===== config.mk =====
export PLATFORM = sky130hd
export DESIGN_NAME = hs_sync_sink
export DESIGN_NICKNAME = d
export VERILOG_FILES = /design/src/rtl/hs_sync_sink.sv
export SDC_FILE = /design/constraint.sdc
export NUM_CORES = 1
export LEC_CHECK = 0
export ABC_AREA = 1
export CAP_MARGIN = 20
export CORE_ASPECT_RATIO = 2
export CORE_MARGIN = 1.5
export CORE_UTILIZATION = 50
export DETAILED_ROUTE_END_ITERATION = 12
export GPL_TIMING_DRIVEN = 0
export MAX_ROUTING_LAYER = met4
export PLACE_DENSITY = 0.73
export SLEW_MARGIN = 20
export SYNTH_ARGS = -nofsm -noshare
export SYNTH_HDL_FRONTEND = slang
export SYNTH_SLANG_ARGS = --single-unit

===== constraint.sdc =====
create_clock -name clk -period 1.95 [get_ports clk]
set_input_delay 0.195 -clock clk [delete_from_list [all_inputs] [get_ports clk]]
set_output_delay 0.195 -clock clk [all_outputs]
set_load 0.005 [all_outputs]

===== src/rtl/hs_sync_sink.sv =====
// Clocked sink for one branch of a 4-phase bundled-data split: synchronises the request,
// captures the bundled word into a FIFO and presents it as a first-word-fall-through stream.
module hs_sync_sink #(
  parameter int WIDTH       = 8,
  parameter int DEPTH       = 4,
  parameter int SYNC_STAGES = 2
) (
  input  logic                     clk,
  input  logic                     rst,
  input  logic                     r_i,
  output logic                     a_i,
  input  logic [WIDTH-1:0]         d_i,
  output logic [WIDTH-1:0]         dout,
  output logic                     valid_o,
  input  logic                     ready_i,
  output logic [$clog2(DEPTH):0]   count_o
);
  localparam int AW = $clog2(DEPTH);
  localparam int CW = AW + 1;

  typedef enum logic {IDLE = 1'b0, ACK = 1'b1} state_t;

  state_t                  state_q;
  logic                    ack_q;
  logic [SYNC_STAGES-1:0]  sync_q;
  logic                    r_s;
  logic [WIDTH-1:0]        mem [DEPTH];
  logic [AW-1:0]           wr_ptr;
  logic [AW-1:0]           rd_ptr;
  logic [CW-1:0]           count_q;
  logic                    full;
  logic                    push;
  logic                    pop;

  // r_i is asynchronous; d_i is never synchronised and is only sampled once r_s
  // has seen the request, by which time bundling guarantees it is stable.
  always_ff @(posedge clk or negedge rst) begin
    if (!rst) begin
      sync_q <= '0;
    end else begin
      sync_q <= {sync_q[SYNC_STAGES-2:0], r_i};
    end
  end

  assign r_s  = sync_q[SYNC_STAGES-1];
  assign full = (count_q == CW'(DEPTH));

  // Output stream: a word transfers on every rising edge where valid_o and ready_i
  // are both high; dout is held while valid_o=1 and ready_i=0, ready_i with valid_o=0 is ignored.
  assign pop  = (count_q != '0) && ready_i;
  // A pop on the same edge frees a slot, so a full FIFO may still capture.
  assign push = (state_q == IDLE) && r_s && (!full || pop);

  always_ff @(posedge clk or negedge rst) begin
    if (!rst) begin
      state_q <= IDLE;
      ack_q   <= 1'b0;
    end else begin
      case (state_q)
        IDLE: begin
          if (push) begin
            state_q <= ACK;
            ack_q   <= 1'b1;
          end
        end
        ACK: begin
          if (!r_s) begin
            state_q <= IDLE;
            ack_q   <= 1'b0;
          end
        end
        default: begin
          state_q <= IDLE;
          ack_q   <= 1'b0;
        end
      endcase
    end
  end

  always_ff @(posedge clk or negedge rst) begin
    if (!rst) begin
      for (int i = 0; i < DEPTH; i++) begin
        mem[i] <= '0;
      end
      wr_ptr  <= '0;
      rd_ptr  <= '0;
      count_q <= '0;
    end else begin
      if (push) begin
        mem[wr_ptr] <= d_i;
        wr_ptr      <= wr_ptr + 1'b1;
      end
      if (pop) begin
        rd_ptr <= rd_ptr + 1'b1;
      end
      case ({push, pop})
        2'b10:   count_q <= count_q + 1'b1;
        2'b01:   count_q <= count_q - 1'b1;
        default: count_q <= count_q;
      endcase
    end
  end

  assign a_i     = ack_q;
  assign dout    = mem[rd_ptr];
  assign valid_o = (count_q != '0);
  assign count_o = count_q;

endmodule

==> results of run 1 <==
placed cells by master, fill, tap and decap left out, types with 5 or more instances in the layout:
master / instances
buf_2: 6
clkbuf_8: 5
nand4_1: 32
nand2_1: 73
o22ai_1: 8
dlygate4sd2_1: 8
dfrtp_1: 43
buf_4: 7
buf_8: 8
nor2_1: 17
nand3_1: 5
inv_1: 11
clkdlybuf4s50_1: 15
o21ai_0: 18
final cells by class:
type                       instances  area, um2  area share, %
buffer                            16        184           6.83
clock buffer                       7       76.3           2.83
clock inverter                     1       5.00          0.186
inverter                          14       57.6           2.14
multi-input combinational        173        930           34.5
sequential                        43       1080           39.9
tap                               52       65.1           2.42
timing repair buffer              32        300           11.1
registers in the layout, summed over array words and instances (netlist names):
| signal | cells |
|---|---|
| sync_q | 2 |
| rd_ptr | 2 |
| a_i | 1 |
| state_q | 1 |
| wr_ptr | 2 |
| mem | 32 |
| count_o | 3 |
cell families (layout without fill, tap and decap cells):
| logic type | count (synthesis) | after routing | share of synthesized area, % |
|---|---|---|---|
| and+or+nand+nor | 135 | 135 | 28.8 |
| DFF | 43 | 43 | 49.1 |
| buffers and inverters | 30 | 70 | 9.83 |
| AOI/OAI and AO/OA | 28 | 28 | 6.86 |
| adders and majority gates | 6 | 6 | 3.77 |
| xor gates and xnor gates | 4 | 4 | 1.60 |
where the power goes:
part           total [mW]  leakage (nW)  switching (mW)  internal [mW]
registers            1.50         0.534           0.212           1.28
clock network       0.553        0.0422           0.302          0.251
logic                2.21         0.762            1.22          0.986
critical path: stages, from the launching register on:
cell and delay, ns:
dfrtp_1 0.40, nor2_2 0.16, nand2_2 0.12, buf_12 0.16, nand2_8 0.07, ha_4 0.13, inv_1 0.05, fa_2 0.33
nand2_1 0.07, nand3_1 0.09, xor2_1 0.16
timing repair:
| action | CTS | global route |
|---|---|---|
| endpoints found under the setup margin | 9 | 2 |
| setup buffers | 2 | 4 |
| hold buffers | 1 | 0 |
| endpoints found under the hold margin | 17 | 0 |
| pin swaps | 0 | 3 |
| cloned | 0 | 0 |
| gates resized for setup | 16 | 7 |
layer usage:
layer | vias up | global-route usage, %
met4 | 0 | 13.9
li1 | 909 | -
met2 | 53 | 51.1
met5 | - | -
met3 | 10 | 3.85
met1 | 926 | 29.9
final timing paths:
path	startpoint	to	depth (start not counted)
setup / recovery	count_o[0]	count_o[2]	10
hold / removal	r_i	sync_q[0]	1
setup reg to reg	count_o[0]	count_o[2]	10
hold reg to reg	sync_q[0]	sync_q[1]	0
max in group asynchronous	rst	mem[20]	3
min in group asynchronous	rst	count_o[0]	2
==> flow_summary.yaml, run 1 <==
setup_path:
  critPathKind: "register to register"
  cp.required_ns: 2.15
  worst_setup_path_start_kind: "register"
  crit_arrival_ns: 2.05
  end_kind: "register"
  crit_fanout: 5
  r2r_slack_ns: 0.1
logic_synthesis:
  synth_ff_type: "dfrtp_1"
  synthCells: 246
  synth.most_common_cell: "nand2_1"
  synthArstFlopShare_pct: 100
  synthDistinctLibCells: 23
  synth_edf_count: 0
  synth_commonest_cells: "nand2_1 (74), dfrtp_1 (43), nand4_1 (32), o21ai_0 (18), nor2_1 (17)"
  ys_seq_area_share_pct: 49.1
  synth_top_area_share_pct: 49.1
  synth_largest_area_cell: "dfrtp_1"
  ys_seq_elements: 43
  synth_area_um2: 2190
  synthTopCellsByArea: "dfrtp_1 (49%), nand2_1 (13%), nand4_1 (9.1%)"
  ys_warn_count: 0
  avgSynthCellArea_um2: 8.90
  synth_fp_nets: 264
detailed_routing:
  routed_wl_um: 5800
  route.met2.wl_um: 3320
  detail_route.first_pass.iterations: 6
  final_antenna_net_count: 0
  drcViolationCount: 0
  routed_via_density: 5.62
  wl_met3_um: 219
  vias: 1898
  wl_met1_um: 2110
  avgRoutedWirePerCell_um: 17.2
  drt_iter0_drc: 125
  routed.top_layer: "met4"
run_status:
  status: "complete, no violations"
placed_design:
  placed_area_um2: 2510
  gp_congestion: 0.872
  pre_cts_slack_ns: -0.264
  dp.cells: 323
  dp_hpwl_um: 4020
  io_buffers: 24
timing:
  slew_headroom_pct: 66.5
  setup-tns-final_ns: 0
  report.final.slew_viol_count: 0
  holdWs_ns: 0.329
  worst_pin_slew_ns: 0.500
  min_period_ns: 1.85
  fin_ws_ns: 0.0987
  fin_skew_ns: 0.00823
  hold_viol_final: 0
  max_freq_mhz: 540
  setup_viol: 0
  fin_crit_sh_pct: 94.9
floorplan:
  die_h_um: 96.6
  die_area_um2: 4810
  die_x_um: 49.8
  start_util_pct: 53.0
  core_area_um2: 4130
  io_pins: 25
  num_rows: 33
layout:
  antenna_cells: 0
  final_cells: 338
  fin_area_um2: 2690
  final_nets: 303
  nFillCells: 356
  layout-drive-gt1-share_pct: 15.0
  areaGrowthSynthToFinish_pct: 23.0
  final_util_pct: 65.2
power:
  total_power_mw: 4.26
  powerDensity_nw_per_um2: 1580
  irDropWorstVdd_mv: 0.860
  leakage_nw: 1.34
clocking:
  cts-root-buf: "clkbuf_8"
  clkLatencyLatePin_ns: 0.31
  clockBufferDepth: 2
  path_clk_slew_ns: 0.08
  numCtsBuffers: 5
  cts_tree: "done"
  htree_levels: 2
  cts_sinks: 43
global_route:
  grt_first_pass_wirelength_um: 9540
  grt_pass1_vias: 1932
  grt_overflow_total: 0
  antenna_found_initial: 0
  grt_max_degree: 27
  grtUsageTotal_pct: 28.3
hold_path:
  hold_path_class: "input port to register"
job:
  cap_violations: 0
Power figures use the tool's default switching activity.
==> inputs of run 2 (changes only) <==
Settings changed: CAP_MARGIN 20 to unset, CORE_UTILIZATION 50 to 29, PLACE_DENSITY 0.73 to 0.45.
Clock period 1.95 ns to 2.1 ns, I/O delays scaled along.
==> run 2 against run 1 <==
Global-route usage fell by 11 points; register-to-register slack improved by 0.03 ns; combinational power fell by 9.5%; worst setup slack got worse by 0.015 ns; clock skew fell by 0.0048 ns; critical path depth fell by 4; routed wire length rose by 7.3%; largest cell class unchanged; die area rose by 69%; core utilization fell by 27 points.
==> flow_summary.yaml, run 2 (synthesized netlist as in run 1, its figures left out) <==
run_status:
  status: "complete, no violations"
timing:
  hold_viol_final: 0
  worst_pin_slew_ns: 0.464
  setup-tns-final_ns: 0
  report.final.slew_viol_count: 0
  max_freq_mhz: 496
  setup_viol: 0
  fin_crit_sh_pct: 96.0
  rsz0062_at_grt: "yes"
  holdWs_ns: 0.351
  min_period_ns: 2.02
  fin_skew_ns: 0.00342
  slew_headroom_pct: 69.0
power:
  p_int_mw: 2.58
  total_power_mw: 4.19
  powerDensity_nw_per_um2: 1510
  swShare_pct: 38.5
  p_comb_share_pct: 47.8
  pwr-share-seq_pct: 33.5
  power_switching_mw: 1.61
  irDropWorstVdd_mv: 0.635
  clockPowerShare_pct: 18.6
  leakage_nw: 1.40
detailed_routing:
  avgRoutedWirePerCell_um: 16.7
  detail_route.first_pass.iterations: 4
  drt_iter0_drc: 64
  routed_via_density: 4.97
  vias: 1854
  routed_wl_um: 6230
  drcViolationCount: 0
  final_antenna_net_count: 0
layout:
  layout-drive-gt1-share_pct: 13.2
  final_util_pct: 38.1
  final_nets: 299
  fin_area_um2: 2770
  top_register: "mem"
  antenna_cells: 0
  final_cell_mix: "nand2_1 (74), dfrtp_1 (43), nand4_1 (32), o21ai_0 (18)"
  areaGrowthSynthToFinish_pct: 26.5
  final_common_cell: "nand2_1"
  largest_reg_flops: 32
setup_path:
  worst_setup_path_start_kind: "register"
  crit_fanout: 10
  crit_buf_inv: 4
  end_kind: "primary output"
  crit_slowest_cell: "clkdlybuf4s50_1"
  crit_arrival_ns: 1.81
  critPathKind: "register to primary output"
  cp.depth: 6
  worstRegToRegCells: 10
  cpPeakStageDelay_ns: 0.53
  cp.required_ns: 1.89
  worst_path_dominant_cell_family: "buffers and inverters"
  path_cells: "buf_4 > inv_4 > buf_6 > nor2_1 > o22ai_1 > clkdlybuf4s50_1"
clocking:
  clkLatencyLatePin_ns: 0.28
  path_clk_slew_ns: 0.06
  cts_sinks: 43
  cts-root-buf: "clkbuf_16"
  htree_levels: 2
  numCtsBuffers: 5
  clockBufferDepth: 2
  cts_tree: "done"
placed_design:
  gp_congestion: 0.768
  io_buffers: 24
  placed_area_um2: 2560
  dp_hpwl_um: 4570
hold_path:
  hold_path_class: "register to register"
  hold_depth: 0
floorplan:
  die_x_um: 64.4
  core_area_um2: 7270
  start_util_pct: 30.1
  die_area_um2: 8110
  io_pins: 25
  num_rows: 44
  die_h_um: 126
global_route:
  grt_pass1_vias: 1947
  grt_first_pass_wirelength_um: 10200
  grtUsageTotal_pct: 17.6
  antenna_found_initial: 0
  grt_overflow_total: 0
  grt_max_degree: 27
job:
  cap_violations: 0
[run 2: cell count changes in the layout (fill, tap and decap cells not counted), moves of 2 or more]
cell	delta
dlygate4sd2_1	-8
dlymetal6s2s_1	+6
clkbuf_16	+5
buf_4	-4
clkbuf_8	-4
clkbuf_1	-2
clkdlybuf4s50_1	+2
[run 2: worst reg2reg max path: stages (launching register included)]
cell	delay (ns)
dfrtp_1	0.42
nor2_2	0.15
nand2_2	0.10
buf_8	0.17
nand2_4	0.09
ha_1	0.18
inv_1	0.06
fa_1	0.39
nand2_1	0.08
nand3_1	0.08
xor2_1	0.14
[run 2: worst paths after layout]
kind | from | to | slack, ns
max | rd_ptr[0] | dout[1] | 0.08
min | sync_q[0] | sync_q[1] | 0.35
max reg2reg | count_o[1] | count_o[2] | 0.13
min reg2reg | sync_q[0] | sync_q[1] | 0.35
max in group asynchronous | rst | mem[6] | 1.20
min in group asynchronous | rst | count_o[0] | 0.40
[run 2: area by class of cell]
type	instances	area [um2]
fill	779	4500
multi-input combinational	173	910
clock inverter	1	5.00
clock buffer	6	139
sequential	43	1080
inverter	14	55.1
buffer	16	175
tap	92	115
timing repair buffer	28	295
[run 2: routing by layer]
layer | global-route usage (%) | up-vias | share of wire (%)
li1 | - | 902 | -
met1 | 18.6 | 917 | 38
met2 | 32.1 | 26 | 58
met3 | 2.68 | 9 | 2.6
met4 | 6.76 | 0 | 2.0
met5 | - | - | 0
[run 2: repair_timing]
item | 4_1_cts | 5_1_grt
hold endpoints to repair | 17 | 0
hold buffers | 1 | 0
gates cloned | 0 | 0
setup endpoints to repair | 8 | 8
buffers inserted | 2 | 0
resized for setup | 5 | 8
[run 2: through the flow]
| stage | setup WS [ns] | cells |
|---|---|---|
| 2_1_floorplan | 0.260 | 246 |
| 3_3_place_gp | -0.540 | 362 |
| 3_5_place_dp | -0.152 | 363 |
| 4_1_cts | 0.0331 | 373 |
| 5_1_grt | -0.0220 | 373 |
| 6_report | 0.0836 | 373 |
[run 2: power groups by stage]
stage / Combinational, mW / Clock [mW] / Sequential (mW)
2_1_floorplan: 1.19 / 0 / 1.37
3_3_place_gp: 1.98 / 0 / 1.41
3_5_place_dp: 1.99 / 0 / 1.42
4_1_cts: 2.07 / 0.804 / 1.40
5_1_grt: 2.25 / 0.832 / 1.45
6_report: 2.00 / 0.781 / 1.40
